--- src/rtl/id_fetch_arbiter_pkg.sv ---
// Shared types for the ID-stage fetch-entry arbiter: core configuration,
// fetch entry layout and the source tag used by issue/RVFI.
package config_pkg;

    typedef struct packed {
        int unsigned VLEN;
        int unsigned XLEN;
    } cva6_cfg_t;

    localparam cva6_cfg_t cva6_cfg_empty = '{VLEN: 32, XLEN: 32};

endpackage

package ariane_pkg;

    localparam int unsigned FetchVlen = config_pkg::cva6_cfg_empty.VLEN;

    typedef enum logic {
        SRC_FE  = 1'b0,
        SRC_INJ = 1'b1
    } id_arb_src_e;

    typedef struct packed {
        logic [FetchVlen-1:0] address;
        logic [31:0]          instruction;
        logic                 ex_valid;
    } fetch_entry_t;

    // Contents of the output register: the entry plus the tag of where it came from.
    typedef struct packed {
        id_arb_src_e  src;
        fetch_entry_t entry;
    } id_arb_slot_t;

endpackage

--- src/rtl/id_arb_pipe_reg.sv ---
// One-entry valid/ready holding register with flush; data is loaded only
// when the owner asserts load, which it may do in the same cycle as a drain.
module id_arb_pipe_reg #(
    parameter type data_t = logic
) (
    input  logic  clk,
    input  logic  rst,
    input  logic  flush,
    input  logic  load,
    input  data_t load_data,
    input  logic  drain,
    output logic  valid,
    output data_t data,
    output logic  space
);

    logic  valid_q;
    data_t data_q;

    assign space = !valid_q || drain;
    assign valid = valid_q;
    assign data  = data_q;

    // NOTE: the data register is reset too, because the consumer sees '0 on entry_o out of reset.
    always_ff @(posedge clk or posedge rst) begin
        if (rst) begin
            valid_q <= 1'b0;
            data_q  <= '0;
        end else if (flush) begin
            valid_q <= 1'b0;
        end else if (load) begin
            valid_q <= 1'b1;
            data_q  <= load_data;
        end else if (drain) begin
            valid_q <= 1'b0;
        end
    end

endmodule

--- src/rtl/id_fetch_arbiter.sv ---
// Arbitrates FE and INJ fetch entries into a registered ID-stage port, INJ first.
// Define CVA6_ID_ARB_STARVE_GUARD_EN to bound how many INJ grants FE can wait through.
module id_fetch_arbiter
    import ariane_pkg::*;
#(
    parameter config_pkg::cva6_cfg_t CVA6Cfg   = config_pkg::cva6_cfg_empty,
    parameter int unsigned           MaxStarve = 4
) (
    input  logic         clk_i,
    input  logic         rst_i,
    input  logic         flush_i,
    input  logic         fe_block_i,
    input  fetch_entry_t fe_entry_i,
    input  logic         fe_valid_i,
    output logic         fe_ready_o,
    input  fetch_entry_t inj_entry_i,
    input  logic         inj_valid_i,
    output logic         inj_ready_o,
    output fetch_entry_t entry_o,
    output logic         valid_o,
    input  logic         ready_i,
    output id_arb_src_e  src_o
);

    if (CVA6Cfg.VLEN != FetchVlen) begin : g_vlen_check
        $error("id_fetch_arbiter: CVA6Cfg.VLEN does not match fetch_entry_t address width");
    end
    if (MaxStarve < 1) begin : g_starve_check
        $error("id_fetch_arbiter: MaxStarve must be at least 1");
    end

    logic         fe_elig;
    logic         inj_elig;
    logic         force_fe;
    logic         grant_fe;
    logic         grant_inj;
    logic         space;
    logic         accept;
    id_arb_slot_t load_slot;
    id_arb_slot_t slot;

    assign fe_elig  = fe_valid_i && !fe_block_i;
    assign inj_elig = inj_valid_i;

    // NOTE: every signal gets a default before the if-chain so no path leaves one unassigned (no latches).
    always_comb begin
        grant_fe  = 1'b0;
        grant_inj = 1'b0;
        if (inj_elig && !force_fe) begin
            grant_inj = 1'b1;
        end else if (fe_elig) begin
            grant_fe = 1'b1;
        end
    end

    // Reset is folded in so both ready outputs read low while the block is held in reset.
    assign accept      = space && !flush_i && !rst_i;
    assign fe_ready_o  = accept && grant_fe;
    assign inj_ready_o = accept && grant_inj;

    always_comb begin
        load_slot.src   = SRC_FE;
        load_slot.entry = fe_entry_i;
        if (grant_inj) begin
            load_slot.src   = SRC_INJ;
            load_slot.entry = inj_entry_i;
        end
    end

    id_arb_pipe_reg #(
        .data_t (id_arb_slot_t)
    ) u_pipe_reg (
        .clk       (clk_i),
        .rst       (rst_i),
        .flush     (flush_i),
        .load      (fe_ready_o || inj_ready_o),
        .load_data (load_slot),
        .drain     (ready_i),
        .valid     (valid_o),
        .data      (slot),
        .space     (space)
    );

    assign entry_o = slot.entry;
    assign src_o   = slot.src;

`ifdef CVA6_ID_ARB_STARVE_GUARD_EN
    localparam int unsigned CntW = $clog2(MaxStarve + 1);

    logic [CntW-1:0] starve_q;

    assign force_fe = fe_elig && (starve_q == CntW'(MaxStarve));

    // Counts INJ wins only while FE is actually waiting; any break in FE's wait restarts it.
    always_ff @(posedge clk_i or posedge rst_i) begin
        if (rst_i) begin
            starve_q <= '0;
        end else if (flush_i || !fe_elig || fe_ready_o) begin
            starve_q <= '0;
        end else if (inj_ready_o && (starve_q != CntW'(MaxStarve))) begin
            starve_q <= starve_q + CntW'(1);
        end
    end
`else
    assign force_fe = 1'b0;
`endif

endmodule
--- config.mk ---
export PLATFORM = sky130hd
export DESIGN_NAME = id_fetch_arbiter
export DESIGN_NICKNAME = d
export VERILOG_FILES = /design/src/rtl/id_fetch_arbiter_pkg.sv /design/src/rtl/id_arb_pipe_reg.sv /design/src/rtl/id_fetch_arbiter.sv
export SDC_FILE = /design/constraint.sdc
export NUM_CORES = 1
export LEC_CHECK = 0
export ABC_AREA = 1
export CAP_MARGIN = 0
export CORE_ASPECT_RATIO = 1.1
export CORE_MARGIN = 10
export CORE_UTILIZATION = 41
export CTS_CLUSTER_DIAMETER = 40
export DETAILED_ROUTE_END_ITERATION = 10
export PLACE_DENSITY = 0.83
export SYNTH_ARGS = -nofsm -noshare
export SYNTH_HDL_FRONTEND = slang
export SYNTH_SLANG_ARGS = --single-unit
export TNS_END_PERCENT = 20
--- constraint.sdc ---
create_clock -name clk_i -period 5.2 [get_ports clk_i]
set_input_delay 1.04 -clock clk_i [delete_from_list [all_inputs] [get_ports clk_i]]
set_output_delay 1.04 -clock clk_i [all_outputs]
set_load 0.01 [all_outputs]
==> flow_summary_export.csv <==
group,metric,value,unit
outcome,status,"completed",
floorplan,dieWidth,107,um
power_and_ir_drop,combPwrFrac,33.9,%
layout,final_cell_mix,"396 x nand2_1, 204 x clkdlybuf4s50_1, 67 x dfrtp_1, 12 x clkbuf_8, 5 x inv_1",
clocking,clkTransAtPathRegs,60,ps
route,drtIter0Drc,131,
power_and_ir_drop,p_leak,2.93,nW
clocking,cts_resized,0,
route,via_count,3728,
synth,postSynthCellCount,508,
synth,ys_warn_count,0,
sta,slew_viol_final,0,
placement,dp_slack,1370,ps
synth,ys_ff_latch,67,
worst_setup_path,cp_max_fo,3,
route,ant_nets,0,
hold_path,worstHoldStart,"u_pipe_reg.data[59]$_DFFE_PP0P_",
sta,setup_viol,0,
layout,area.growth.synth_to_final,63.9,%
floorplan,die_area,0.0125,mm^2
worst_setup_path,r2r-start,"u_pipe_reg.valid$_DFFE_PP0P_",
clocking,clkLatencyLatePin,330,ps
power_and_ir_drop,seqPwrFrac,41.8,%
sta,rsz0062_at_grt,"false",
flow_run,maxCapViolCount,0,
route,routed_wirelength,11.7,mm
sta,relSlewSlack,27.9,%
floorplan,ios,206,
layout,antenna_cells,0,
layout,layout.nets,836,
clocking,cts_sinks,67,
worst_setup_path,r2r_slack,3220,ps
sta,fin_crit_sh,69.5,%
synth,ys_seq_area_share,48.6,%
worst_setup_path,worst_ep_required_time,4160,ps
worst_setup_path,startpoint_type,"input port",
synth,avgSynthCellArea,6.79,um^2
sta,hold_violations,0,
global_route,grt_pass1_wl,18.2,mm
placement,numPortBuffers,205,
clocking,cts_root_buf,"clkbuf_8",
worst_setup_path,max_stage_delay,590,ps
power_and_ir_drop,sw_frac_of_total,29.4,%
power_and_ir_drop,clkPwrFrac,24.3,%
global_route,grt.total_usage,18.2,%
clocking,cts_max_path_buffers,2,
clocking,numCtsBuffers,9,
sta,worst_pin_slew,1080,ps
sta,skew,9.87,ps
clocking,hold_buffers,0,
power_and_ir_drop,powerDensity,284,mW/mm^2
route,drt-pass1-iter-count,4,
hold_path,hold_depth,2,
placement,dp_hpwl,9.05,mm
worst_setup_path,worstSetupEndpointType,"primary output",
synth,synth_cell_types,15,
worst_setup_path,setup.worst_path.class,"input port to primary output",
worst_setup_path,rr_worst_depth,6,
synth,synth_area,0.00345,mm^2
global_route,grt_pass1_vias,3795,
power_and_ir_drop,internal_power,1.13,mW
layout,fillerInstances,684,
floorplan,core,0.00828,mm^2
layout,drive_above_1_share,3.70,%
worst_setup_path,cp_slowest_cell,"clkdlybuf4s50_1",
worst_setup_path,cp.arrival,2570,ps
placement,routabilityCongestion,0.835,
clocking,cts_setup_buffers,0,
sta,setup_ws,1590,ps
hold_path,hold_path_class,"flip-flop to flip-flop",
global_route,antenna_found_initial,0,
floorplan,die_y,116,um
clocking,htree_levels,3,
floorplan,initial_core_util,41.7,%
floorplan,fp-row-count,35,
sta,fmax,277,MHz
layout,multi_input_area,0.00155,mm^2
global_route,grt_max_degree,68,
synth,syn_nets,645,
power_and_ir_drop,p_switching,0.472,mW
sta,tns,0,ps
layout,layout_commonest_cell,"nand2_1",
layout,seqCellArea,0.00168,mm^2
route,viasPerCell,4.58,
route,avgRoutedWirePerCell,14.4,um
power_and_ir_drop,ir_drop,0.126,mV
route,drc,0,
worst_setup_path,startpoint,"flush_i",
global_route,grt.overflow.total,0,
sta,min_period,3610,ps
worst_setup_path,path_cells,"clkdlybuf4s50_1 > inv_1 > nand2_1 > nor2_2 > nand2_1 > inv_1 > clkdlybuf4s50_1",
clocking,cts_tree,"done",
## routing by layer
| metal | vias to the layer above | track usage [%] | wire length, um |
|---|---|---|---|
| met4 | 0 | 8.02 | 299 |
| met1 | 1686 | 19.3 | 4240 |
| li1 | 1881 | - | - |
| met3 | 23 | 7.45 | 1210 |
| met5 | - | 0 | 0 |
| met2 | 138 | 31.2 | 6000 |
## worst max-delay path: cells and delay by family
kind	cells	cell delay (ps)
buffers and inverters	4	1210
and+or+nand+nor	3	330
## logic make-up after synthesis
logic type             after synthesis  synth area share, %
buffers and inverters               37                 6.68
AO/OA/AOI/OAI                        3                0.871
AND/OR/NAND/NOR                    401                 43.8
flip-flops                          67                 48.6
## through the flow
step                hold WS, ps  area (um^2)  total power [mW]  cells  util [%]
finish                      468         5650              1.60    814      68.3
global route                485         5650              1.70    814      68.3
CTS                         474         5650              1.63    814      68.3
detailed placement          458         5470              1.23    799      66.1
global placement            453         5470              1.21    799      66.1
floorplan                   506         3450             0.877    508         -
## power by group through the flow
stage	clock (mW)	sequential, mW	combinational, mW
floorplan	0	0.722	0.155
global placement	0	0.674	0.541
detailed placement	0	0.680	0.551
CTS	0.401	0.671	0.554
global route	0.428	0.681	0.595
finish	0.390	0.671	0.543
## registers in the layout, summed over array words and instances, names as in the netlist
signal / count
u_pipe_reg.data: 66
u_pipe_reg.valid: 1
## synth_stat cells
library cell / instances / area share, %
nor3_1: 1 / 0.14
buf_2: 7 / 1.0
clkbuf_1: 4 / 0.44
o21ai_4: 1 / 0.47
o21ai_0: 1 / 0.14
inv_2: 3 / 0.33
nand2_1: 396 / 43
nor2_1: 2 / 0.22
buf_4: 14 / 3.0
nand2_2: 1 / 0.18
dfrtp_1: 67 / 49
a21oi_2: 1 / 0.25
nor2_2: 1 / 0.18
inv_1: 5 / 0.54
buf_6: 4 / 1.3
## layout make-up
| class | instances | share of cell area, % |
|---|---|---|
| repair buffers | 209 | 36.8 |
| multi-input cells | 404 | 27.4 |
| clock buffers | 13 | 2.99 |
| inverters | 8 | 0.531 |
| well taps | 111 | 2.46 |
| flip-flops and latches | 67 | 29.7 |
| clock inverters | 2 | 0.177 |
## worst paths after layout
check	end
max	inj_ready_o
min	u_pipe_reg.data[59]$_DFFE_PP0P_
max reg2reg	u_pipe_reg.data[64]$_DFFE_PP0P_
min reg2reg	u_pipe_reg.data[59]$_DFFE_PP0P_
max in group asynchronous	u_pipe_reg.data[58]$_DFFE_PP0P_
min in group asynchronous	u_pipe_reg.valid$_DFFE_PP0P_
No activity file was read; power rests on OpenSTA's default activity.
